`config.mk`:
```
export PLATFORM = sky130hd
export DESIGN_NAME = mouse_pos_ctrl
export DESIGN_NICKNAME = d
export VERILOG_FILES = /design/src/rtl/mouse_pkg.sv /design/src/rtl/mouse_clamp_add.sv /design/src/rtl/mouse_pos_ctrl.sv
export SDC_FILE = /design/constraint.sdc
export NUM_CORES = 1
export LEC_CHECK = 0
export BUFFER_PORTS_ARGS = -buffer_cell sky130_fd_sc_hd__buf_2
export CORE_ASPECT_RATIO = 0.9
export CORE_MARGIN = 10
export CORE_UTILIZATION = 55
export DETAILED_ROUTE_END_ITERATION = 7
export MAX_ROUTING_LAYER = met4
export PLACE_DENSITY = 0.74
export SLEW_MARGIN = 40
export SYNTH_ARGS = -nofsm -noshare
export SYNTH_HDL_FRONTEND = slang
export SYNTH_SLANG_ARGS = --single-unit
export TNS_END_PERCENT = 30
```
`constraint.sdc`:
```
create_clock -name clk -period 4.66 [get_ports clk]
set_clock_uncertainty 0.1 [all_clocks]
set_input_delay 1.398 -clock clk [delete_from_list [all_inputs] [get_ports clk]]
set_output_delay 1.398 -clock clk [all_outputs]
set_load 0.01 [all_outputs]
```
`src/rtl/mouse_pkg.sv`:
```
// Shared constants and types for the PS/2 mouse cursor position controller.
package mouse_pkg;

  // Default display geometry
  localparam int unsigned H_RES = 640;
  localparam int unsigned V_RES = 480;

  // Width of the signed position arithmetic
  localparam int unsigned CALC_W = 12;

  // PS/2 byte0 bit positions
  localparam int unsigned B0_LEFT   = 0;
  localparam int unsigned B0_RIGHT  = 1;
  localparam int unsigned B0_MIDDLE = 2;
  localparam int unsigned B0_SYNC   = 3;
  localparam int unsigned B0_XSIGN  = 4;
  localparam int unsigned B0_YSIGN  = 5;
  localparam int unsigned B0_XOVF   = 6;
  localparam int unsigned B0_YOVF   = 7;

  typedef enum logic [1:0] {
    WAIT_B0,
    WAIT_B1,
    WAIT_B2,
    ACCUM
  } mouse_state_t;

endpackage

```
`src/rtl/mouse_clamp_add.sv`:
```
// Combinational signed add of a position and a delta, clamped to [0, LIMIT-1].
module mouse_clamp_add #(
  parameter int unsigned LIMIT = 640
) (
  input  logic signed [11:0] base,
  input  logic signed [11:0] delta,
  output logic        [11:0] result
);

  logic [12:0] sum;

  // One extra bit keeps the sum from wrapping before it is clamped
  always_comb begin
    sum    = {base[11], base} + {delta[11], delta};
    result = sum[11:0];
    if (sum[12]) begin
      result = '0;
    end else if (sum[11:0] > 12'(LIMIT - 1)) begin
      result = 12'(LIMIT - 1);
    end
  end

endmodule

```
`src/rtl/mouse_pos_ctrl.sv`:
```
// PS/2 mouse packet decoder that accumulates a clamped cursor position and
// publishes it to the VGA cursor renderer once per frame.
module mouse_pos_ctrl #(
  parameter int unsigned H_RES   = mouse_pkg::H_RES,
  parameter int unsigned V_RES   = mouse_pkg::V_RES,
  parameter int unsigned INIT_X  = 320,
  parameter int unsigned INIT_Y  = 240,
  parameter int unsigned TIMEOUT = 2000000
) (
  input  logic        clk,
  input  logic        rst,
  input  logic        byte_valid,
  input  logic [7:0]  byte_data,
  output logic        byte_ready,
  input  logic        frame_start,
  output logic [15:0] mouse_position_x,
  output logic [15:0] mouse_position_y,
  output logic [2:0]  buttons,
  output logic        pkt_err
);

  import mouse_pkg::*;

  mouse_state_t state, state_next;
  logic         accept;
  logic         timeout;
  logic         err_next;
  logic [31:0]  gap_cnt;
  logic [7:0]   byte0, byte1, byte2;
  logic [11:0]  pend_x, pend_y;
  logic [2:0]   pend_btn;
  logic [11:0]  dx_ext, dy_ext, dy_neg;
  logic [11:0]  next_x, next_y;

  assign byte_ready = (state != ACCUM);
  assign accept     = byte_valid && byte_ready;
  assign timeout    = (gap_cnt == 32'(TIMEOUT));

  // Sign-extended deltas; overflow forces the axis delta to zero, and Y is
  // negated because PS/2 +Y points up while screen lines count downward
  assign dx_ext = byte0[B0_XOVF] ? '0 : {{4{byte0[B0_XSIGN]}}, byte1};
  assign dy_ext = byte0[B0_YOVF] ? '0 : {{4{byte0[B0_YSIGN]}}, byte2};
  assign dy_neg = -dy_ext;

  mouse_clamp_add #(.LIMIT(H_RES)) u_clamp_x (
    .base   (pend_x),
    .delta  (dx_ext),
    .result (next_x)
  );

  mouse_clamp_add #(.LIMIT(V_RES)) u_clamp_y (
    .base   (pend_y),
    .delta  (dy_neg),
    .result (next_y)
  );

  // State register and registered error pulse
  always_ff @(posedge clk or posedge rst) begin
    if (rst) begin
      state   <= WAIT_B0;
      pkt_err <= 1'b0;
    end else begin
      state   <= state_next;
      pkt_err <= err_next;
    end
  end

  // Next-state logic; an accepted byte always wins over a coincident timeout
  always_comb begin
    state_next = state;
    err_next   = 1'b0;
    case (state)
      WAIT_B0: begin
        if (accept) begin
          if (byte_data[B0_SYNC]) state_next = WAIT_B1;
          else                    err_next   = 1'b1;
        end
      end
      WAIT_B1: begin
        if (accept) begin
          state_next = WAIT_B2;
        end else if (timeout) begin
          state_next = WAIT_B0;
          err_next   = 1'b1;
        end
      end
      WAIT_B2: begin
        if (accept) begin
          state_next = ACCUM;
        end else if (timeout) begin
          state_next = WAIT_B0;
          err_next   = 1'b1;
        end
      end
      ACCUM:   state_next = WAIT_B0;
      default: state_next = WAIT_B0;
    endcase
  end

  // Inter-byte gap counter, live only while a packet is partially received
  always_ff @(posedge clk or posedge rst) begin
    if (rst) begin
      gap_cnt <= '0;
    end else if ((state == WAIT_B1) || (state == WAIT_B2)) begin
      if (accept || timeout) gap_cnt <= '0;
      else                   gap_cnt <= gap_cnt + 32'd1;
    end else begin
      gap_cnt <= '0;
    end
  end

  // Capture the three packet bytes as they are accepted
  always_ff @(posedge clk or posedge rst) begin
    if (rst) begin
      byte0 <= '0;
      byte1 <= '0;
      byte2 <= '0;
    end else if (accept) begin
      if ((state == WAIT_B0) && byte_data[B0_SYNC]) byte0 <= byte_data;
      if (state == WAIT_B1)                         byte1 <= byte_data;
      if (state == WAIT_B2)                         byte2 <= byte_data;
    end
  end

  // Pending position and buttons, updated once per complete packet
  always_ff @(posedge clk or posedge rst) begin
    if (rst) begin
      pend_x   <= 12'(INIT_X);
      pend_y   <= 12'(INIT_Y);
      pend_btn <= '0;
    end else if (state == ACCUM) begin
      pend_x   <= next_x;
      pend_y   <= next_y;
      pend_btn <= {byte0[B0_MIDDLE], byte0[B0_RIGHT], byte0[B0_LEFT]};
    end
  end

  // Outputs only move at frame start, taking the pre-ACCUM pending values
  always_ff @(posedge clk or posedge rst) begin
    if (rst) begin
      mouse_position_x <= 16'(INIT_X);
      mouse_position_y <= 16'(INIT_Y);
      buttons          <= '0;
    end else if (frame_start) begin
      mouse_position_x <= {4'b0000, pend_x};
      mouse_position_y <= {4'b0000, pend_y};
      buttons          <= pend_btn;
    end
  end

endmodule

```
==> metrics.yaml, run 1 <==
switchingPower_w: 0.00192
drive_gt1_share_pct: 23.6
multi_input_area_um2: 3290
holdCritPathClass: "reg -> reg"
cap_violations: 0
outcome: "completed"
drt-total-wl_um: 13100
finalSetupTns_ns: 0
cp-start-kind: "register"
cts_buffer_depth: 2
synth_ff_type: "dfrtp_1"
htreeDepth: 3
finalCritPeriodShare_pct: 81.5
setup_viol: 0
critical_path_peak_fanout: 7
min_from: "pend_x[8]"
post_drt_wl_per_cell_um: 16.9
grt_start_max_net_pins: 65
syn_avg_cell_area_um2: 10.9
register_area_um2: 2820
yosysSeqAreaShare_pct: 44.8
cts_tree: "built"
via_per_inst: 5.69
cts_num_sinks: 112
worstPathRequired_ns: 4.86
rsz0062_at_grt: "no"
die_h_um: 121
synth_edf_count: 0
diodes: 0
clk-insertion-delay-late_ns: 0.36
cts_setup_buffers: 0
hold_viol: 0
synth_seq_cells: 112
worst_slew_pin_slew_ns: 0.740
fin_crit_ns: 3.80
die-area_um2: 16100
cts_resized: 0
grt_pass1_vias: 4477
grt_remaining_overflow: 0
die_w_um: 133
start_util_pct: 57.2
path_clk_slew_ns: 0.08
power.density_nw_per_um2: 681
crit_type: "reg -> reg"
rows: 36
cts_made_buffers: 9
placed_cell_area_um2: 6630
fmax_mhz: 263
dpl_worst_slack_ns: 0.927
endpoint_kind: "register"
gp_congestion: 0.856
grt_antenna_before_repair: 0
drtIter0Drc: 254
r2r_start: "byte2[0]"
syn_to_final_growth_pct: 10.1
syn_area_um2: 6280
maxSlewViolCount: 0
yosys_warnings: 0
dp_hpwl_um: 9610
combPwrFrac_pct: 50.9
p_sw_share_pct: 40.8
cp-startpoint: "byte2[0]"
grt_usage_pct: 17.5
fin_nets: 668
final_area_um2: 6920
fin_util_pct: 63.0
finalPower_w: 0.00471
synthCells: 579
async_flop_share_pct: 100
power.share.clock_pct: 16.2
leakage_nw: 3.16
hold_buffers: 0
ir_worst_vdd_mv: 0.321
cp_data_arrival_time_ns: 4.00
p_seq_share_pct: 32.9
cts-root-buf: "clkbuf_16"
via_count: 4430
setup_ws_ns: 0.862
io_buffers: 40
core-area_um2: 11000
final_cell_mix: "dfrtp_1, nor2_1, mux2_2, buf_2, ha_1"
fillers: 953
ioPinCount: 49
final_common_cell: "dfrtp_1"
dr.pass1.iters: 4
ant_nets: 0
route.detailed.drc: 0
yosys.cell_types.count: 73
p_int_w: 0.00279
grt_pass1_wl_um: 22500
slew-limit-headroom_pct: 50.2
==> registers in the layout, summed over array words and instances, names as in the netlist <==
signal            cells
gap_cnt              32
mouse_position_x     12
mouse_position_y     12
pend_x               12
pend_y               12
byte1                 8
byte2                 8
byte0                 7
buttons               3
pend_btn              3
state                 2
pkt_err               1
==> critical path, cell delays in order, from the launching register on <==
cell      delay [ns]
dfrtp_1         0.46
nor3_1          0.36
or3b_1          0.47
and3b_1         0.20
ha_1            0.22
or4_1           0.53
o21ai_1         0.23
nor2_2          0.10
xnor2_1         0.15
a2111o_1        0.44
a21oi_2         0.29
a221o_1         0.17
==> cell families after synthesis <==
group | share of synthesized area (%)
other | 0.0597
xor gates and xnor gates | 6.85
muxes | 9.66
DFF | 44.8
adders and majority gates | 7.01
and+or+nand+nor | 16.2
buffers and inverters | 3.24
AOI/OAI and AO/OA | 12.2
==> through the flow <==
stage	hold slack, ns	cells
after floorplan	0.355	586
after global placement	0.376	761
after detailed placement	0.386	763
after CTS	0.398	779
after global routing	0.410	779
final	0.397	779
==> area by class of cell <==
type,count,share of cell area (%)
multi-input combinational,433,47.5
clock buffer,12,3.71
timing repair buffer,46,3.65
inverter,20,1.16
tap,152,2.75
sequential,112,40.7
clock inverter,4,0.488
==> power groups by stage <==
stage / combinational, W / sequential (W) / clock [W]
after floorplan: 0.00187 / 0.00153 / 0
after global placement: 0.00231 / 0.00155 / 0
after detailed placement: 0.00239 / 0.00156 / 0
after CTS: 0.00240 / 0.00155 / 0.000784
after global routing: 0.00268 / 0.00160 / 0.000822
final: 0.00240 / 0.00155 / 0.000761
==> metal layers <==
layer / global-route usage, % / wire length [µm]
met5: - / 0
met4: 4.60 / 160
met3: 4.80 / 641
met2: 27.0 / 6100
met1: 22.4 / 6250
==> Yosys cell counts, drive strengths merged, types with 12 or more instances <==
cell     instances  share of area (%)
buf             15                1.7
xor2            27                4.1
ha              32                6.4
nor3            16                1.3
xnor2           20                2.8
dfstp           12                5.0
o21ai           16                1.3
nand3           16                1.5
dfrtp          100                 40
nor2            61                3.7
nor2b           17                1.8
mux2            53                9.5
a21oi           16                1.5
nand2           23                1.4
o2bb2ai         12                1.9
inv             19                1.1
==> path summary, 6_finish.rpt <==
path	cells past startpoint	slack, ns	to
worst max-delay path	11	0.86	pend_y[2]
worst min-delay path	1	0.40	pend_x[8]
worst min register to register	1	0.40	pend_x[8]
min in group asynchronous	2	1.00	pkt_err
max in group asynchronous	3	2.65	mouse_position_y[5]
worst max register to register	11	0.86	pend_y[2]
(Power assumes the default switching activity.)
==> inputs of run 2 (changes only) <==
- PLACE_DENSITY: 0.74 -> 0.77
- clock period: 4.66 -> 3.3 ns (I/O delays scaled with it)
==> run 2 against run 1 <==
The flow now finishes with violations (setup timing). Critical path type unchanged. Via count is 3.1% higher. Sequential power is 40% higher. Combinational power is 64% higher.
==> metrics.yaml, run 2 (same netlist as run 1, synthesis figures left out) <==
setup_ws_ns: -0.194  # -1.06 ns
largest_reg_flops: 32  # unchanged
drtIter0Drc: 274  # +7.9%
via_per_inst: 5.67  # -0.36%
min_from: "gap_cnt[0]"
cp.buffers_inverters: 0  # unchanged
setup_viol: 8  # +8
gp_congestion: 0.840  # -1.9%
cts_tree: "built"
holdCritPathClass: "reg -> reg"
highest_layer: "met4"
drt-total-wl_um: 13700  # +4.4%
grt_remaining_overflow: 0  # unchanged
fin_nets: 695  # +4.0%
worst_path_max_delay_cell: "or3b_4"
ant_nets: 0  # unchanged
ioPinCount: 49  # unchanged
dp_hpwl_um: 9860  # +2.5%
syn_to_final_growth_pct: 14.8
crit_type: "reg -> reg"
rsz0062_at_grt: "yes"
top_register: "gap_cnt"
fin_crit_ns: 3.49  # -0.305 ns
cp-start-kind: "register"
grt_usage_pct: 18.1  # +0.58 points
cp_data_arrival_time_ns: 3.64  # -0.36 ns
wl_met2_um: 6560  # +7.6%
ir_worst_vdd_mv: 0.621  # +94%
worstPathCellList: "nor3_2, or3b_4, nor4_4, xor2_1, nor2_1, ha_1, a21o_1, a31oi_4, o31ai_4, mux2i_2, o21a_1, a21oi_4, a211o_1"
die-area_um2: 16100  # unchanged
route.detailed.drc: 0  # unchanged
hold_viol: 0  # unchanged
grt_pass1_wl_um: 23300  # +3.7%
dpl_worst_slack_ns: -0.203  # -1.13 ns
power.density_nw_per_um2: 988  # +45%
leakage_nw: 3.29  # +4.0%
dr.pass1.iters: 4  # unchanged
start_util_pct: 57.2  # unchanged
dp_cells: 785  # +2.9%
clk-insertion-delay-late_ns: 0.36  # about the same
final_common_cell: "dfrtp_1"
htreeDepth: 3  # unchanged
diodes: 0  # unchanged
slowest_delay_ns: 0.45  # -0.08 ns
endpoint_kind: "register"
min_delay_worst_endpoint: "gap_cnt[0]"
grt_pass1_vias: 4796  # +7.1%
r2r_start: "byte2[2]"
rrSetupSlack_ns: -0.19  # -1.06 ns
maxSlewViolCount: 0  # unchanged
final_cells: 806  # +3.5%
cts_buffer_depth: 2  # unchanged
wl_met1_um: 6450  # +3.2%
outcome: "finished, violations left"
hold_depth: 1  # unchanged
worst_slew_pin_slew_ns: 0.712  # -0.0284 ns
die_h_um: 121  # unchanged
core-area_um2: 11000  # unchanged
path_clk_slew_ns: 0.07  # about the same
cap_violations: 0  # unchanged
finalCritPeriodShare_pct: 106  # +24 points
cts-root-buf: "clkbuf_16"
rows: 36  # unchanged
drive_gt1_share_pct: 28.7  # +5.1 points
fmax_mhz: 286  # +8.7%
wl_met3_um: 535  # -17%
fin_util_pct: 65.7  # +2.7 points
cts_made_buffers: 9  # unchanged
grt_start_max_net_pins: 113  # +74%
violations: "setup timing"
cts_num_sinks: 112  # unchanged
die_w_um: 133  # unchanged
hold_ws_ns: 0.394  # -0.00292 ns
slew-limit-headroom_pct: 52.1  # +1.9 points
io_buffers: 40  # unchanged
critical_path_peak_fanout: 5  # -2
worstPathRequired_ns: 3.45  # -1.41 ns
via_count: 4567  # +3.1%
crit-reg2reg-capture: "pend_y[0]"
grt_antenna_before_repair: 0  # unchanged
reg2reg_depth: 13  # +2
crit_family: "compound AO/OA/AOI/OAI gates"
final_cell_mix: "dfrtp_1, nor2_1, mux2_2, buf_2"
post_drt_wl_per_cell_um: 17.0  # +0.86%
## run 2: what timing repair did
action	in CTS	in global routing
pin swaps	3	6
buffers inserted	2	3
endpoints found under the setup margin	9	17
resized for setup	12	11
hold buffers	0	0
## run 2: metrics by stage
stage | cell area, µm² | TNS (ns) | total power [W]
finish | 7220 | -0.944 | 0.00713
global route | 7220 | -2.26 | 0.00768
CTS | 7140 | -0.0387 | 0.00702
detailed placement | 6800 | -1.40 | 0.00586
global placement | 6800 | -0.704 | 0.00573
floorplan | 6310 | -0.244 | 0.00480
## run 2: area by class of cell
type / count / area [µm²]
multi-input cells: 433 / 3400
fillers: 900 / 3770
clock buffers: 15 / 258
clock inverters: 1 / 7.51
repair buffers: 73 / 460
flip-flops and latches: 112 / 2820
well taps: 152 / 190
inverters: 20 / 78.8
## run 2: where the power goes
part           leakage (nW)  switching (W)  internal, W
combinational          1.74        0.00209      0.00185
sequential             1.42       0.000331      0.00184
clock                 0.124       0.000484     0.000536
total                  3.29        0.00291      0.00422
## run 2: worst max path at each step
stage | startpoint | to | slack (ns) | depth (start not counted)
6_report | byte2[2] | pend_y[0] | -0.19 | 13
5_1_grt | byte2[2] | pend_y[3] | -0.34 | 13
4_1_cts | byte2[0] | pend_y[3] | -0.02 | 13
3_5_place_dp | byte2[0] | pend_y[3] | -0.20 | 12
3_3_place_gp | byte2[0] | pend_y[3] | -0.12 | 12
2_1_floorplan | byte2[0] | pend_y[1] | -0.05 | 11
## run 2: per-layer routing
metal / vias up / GRT usage, %
li1: 2212 / -
met1: 2268 / 22.6
met2: 72 / 28.3
met3: 15 / 5.22
met4: 0 / 4.88
met5: - / -
==> inputs of run 3 (changes only) <==
- PLACE_DENSITY: 0.77 -> 0.74
- clock period: 3.3 -> 3.8 ns (I/O delays scaled with it)
==> run 3 against run 2 <==
The flow now finishes without violations. Critical endpoint is now pend_y[2]. Hold slack better by 0.0022 ns. Largest power group unchanged. Highest routed layer unchanged. Sequential cell count stayed put. Power is 18% lower. Sequential power is 13% lower.
==> metrics.yaml, run 3 (same netlist as run 1, synthesis figures left out) <==
outcome: "completed"
endpoint_kind: "register"
ant_nets: 0  # unchanged
cap_violations: 0  # unchanged
p_sw_share_pct: 40.0  # -0.77 points
register_area_um2: 2820  # unchanged
hold_viol: 0  # unchanged
power.density_nw_per_um2: 835  # -16%
reg2reg_depth: 12  # -1
fillers: 918  # +2.0%
switchingPower_w: 0.00233  # -20%
dr.pass1.iters: 5  # +1
drive_gt1_share_pct: 24.3  # -4.5 points
power.share.clock_pct: 16.5  # +2.2 points
dp_hpwl_um: 9630  # -2.3%
via_per_inst: 5.74  # +1.2%
p_int_w: 0.00350  # -17%
die_w_um: 133  # unchanged
r2r_start: "byte2[0]"
p_seq_share_pct: 32.4  # +2.0 points
cts_num_sinks: 112  # unchanged
crit_type: "reg -> reg"
grt_start_max_net_pins: 63  # -44%
setup_viol: 0  # -8
hold_ws_ns: 0.396  # +0.00222 ns
cts_made_buffers: 9  # unchanged
holdCritPathClass: "reg -> reg"
htreeDepth: 3  # unchanged
ioPinCount: 49  # unchanged
met2_usage_pct: 27.0  # -1.3 points
min_from: "gap_cnt[0]"
io_buffers: 40  # unchanged
rsz0062_at_grt: "no"
rrSetupSlack_ns: 0.23  # +0.42 ns
final_cell_mix: "dfrtp_1, nor2_1, mux2_2, buf_2, ha_1"
top_register: "gap_cnt"
via_count: 4485  # -1.8%
grt_remaining_overflow: 0  # unchanged
gp_congestion: 0.858  # +2.1%
worstPathRequired_ns: 3.99  # +0.54 ns
largest_reg_flops: 32  # unchanged
route.detailed.drc: 0  # unchanged
fmax_mhz: 280  # -2.1%
die_h_um: 121  # unchanged
finalSetupTns_ns: 0  # +0.944 ns
clk-insertion-delay-late_ns: 0.34  # -0.02 ns
grt_pass1_wl_um: 22100  # -5.1%
grt_antenna_before_repair: 0  # unchanged
worst_slew_pin_slew_ns: 0.758  # +0.0462 ns
min_delay_worst_endpoint: "gap_cnt[0]"
fin_nets: 671  # -3.5%
post_drt_wl_per_cell_um: 16.7  # -2.0%
critical_path_peak_fanout: 7  # +2
grt_usage_pct: 17.0  # -1.1 points
gr-usage-met3_pct: 3.44  # -1.8 points
crit-reg2reg-capture: "pend_y[2]"
cp-start-kind: "register"
drt-total-wl_um: 13000  # -4.9%
cts_buffer_depth: 2  # unchanged
ir_worst_vdd_mv: 0.433  # -30%
busiest_layer: "met2"
slew-limit-headroom_pct: 49.0  # -3.1 points
final_common_cell: "dfrtp_1"
cts-root-buf: "clkbuf_16"
path_clk_slew_ns: 0.07  # about the same
cp_data_arrival_time_ns: 3.75  # +0.11 ns
use_met1_pct: 22.0  # -0.58 points
diodes: 0  # unchanged
fin_crit_ns: 3.57  # +0.0750 ns
syn_to_final_growth_pct: 11.1
cts_setup_buffers: 0  # -2
multi_input_area_um2: 3310  # -2.8%
cts_tree: "built"
leakage_nw: 3.18  # -3.3%
drtIter0Drc: 284  # +3.6%
maxSlewViolCount: 0  # unchanged
combPwrFrac_pct: 51.0  # -4.3 points
rows: 36  # unchanged
placed_cell_area_um2: 6660  # -2.1%
start_util_pct: 57.2  # unchanged
grt_pass1_vias: 4519  # -5.8%
core-area_um2: 11000  # unchanged
die-area_um2: 16100  # unchanged
final_area_um2: 6980  # -3.2%
hold_depth: 1  # unchanged
finalCritPeriodShare_pct: 93.9  # -12 points
run 3: worst max-delay path, cell delays in order, from the launching register on:
cell,delay (ns)
dfrtp_1,0.45
nor3_1,0.26
or3b_4,0.45
and2_1,0.17
nor3_1,0.20
ha_1,0.30
a21o_1,0.19
a31oi_2,0.24
xnor2_1,0.19
nand3b_1,0.12
a2111o_1,0.39
a21oi_2,0.28
a221o_1,0.15
run 3: area by class of cell:
class                   instances  area share [%]
clock buffers                  12            3.67
clock inverters                 4           0.735
inverters                      20            1.13
multi-input cells             433            47.4
flip-flops and latches        112            40.4
well taps                     152            2.72
repair buffers                 49            4.01
run 3: power groups by stage:
stage	clock network (W)	logic (W)	registers, W
5_1_grt	0.00104	0.00331	0.00195
3_3_place_gp	0	0.00287	0.00188
6_report	0.000964	0.00298	0.00189
4_1_cts	0.000993	0.00297	0.00188
2_1_floorplan	0	0.00229	0.00188
3_5_place_dp	0	0.00295	0.00190
run 3: timing repair:
| item | in CTS | in global routing |
|---|---|---|
| hold buffers | 0 | 0 |
| resized for setup | 0 | 3 |
| endpoints found under the setup margin | 0 | 6 |
run 3: worst max path at each step:
stage | from | endpoint | slack, ns
floorplan | byte2[0] | pend_y[1] | 0.45
global placement | byte2[0] | pend_y[2] | 0.32
detailed placement | byte2[0] | pend_y[1] | 0.19
CTS | byte2[0] | pend_y[2] | 0.17
global route | byte2[0] | pend_y[3] | 0.02
finish | byte2[0] | pend_y[2] | 0.23
run 3: metrics by stage:
| step | utilization (%) | power [W] | setup WS (ns) | cells |
|---|---|---|---|---|
| final | 63.5 | 0.00583 | 0.231 | 782 |
| after global routing | 63.5 | 0.00630 | 0.0173 | 782 |
| after CTS | 63.4 | 0.00584 | 0.169 | 782 |
| after detailed placement | 60.6 | 0.00485 | 0.194 | 766 |
| after global placement | 60.6 | 0.00475 | 0.324 | 766 |
| after floorplan | - | 0.00417 | 0.448 | 586 |
run 3: per-layer routing:
metal	up-vias	wire length [µm]
met4	0	55
li1	2166	-
met5	-	0
met3	4	552
met1	2224	6220
met2	91	6220
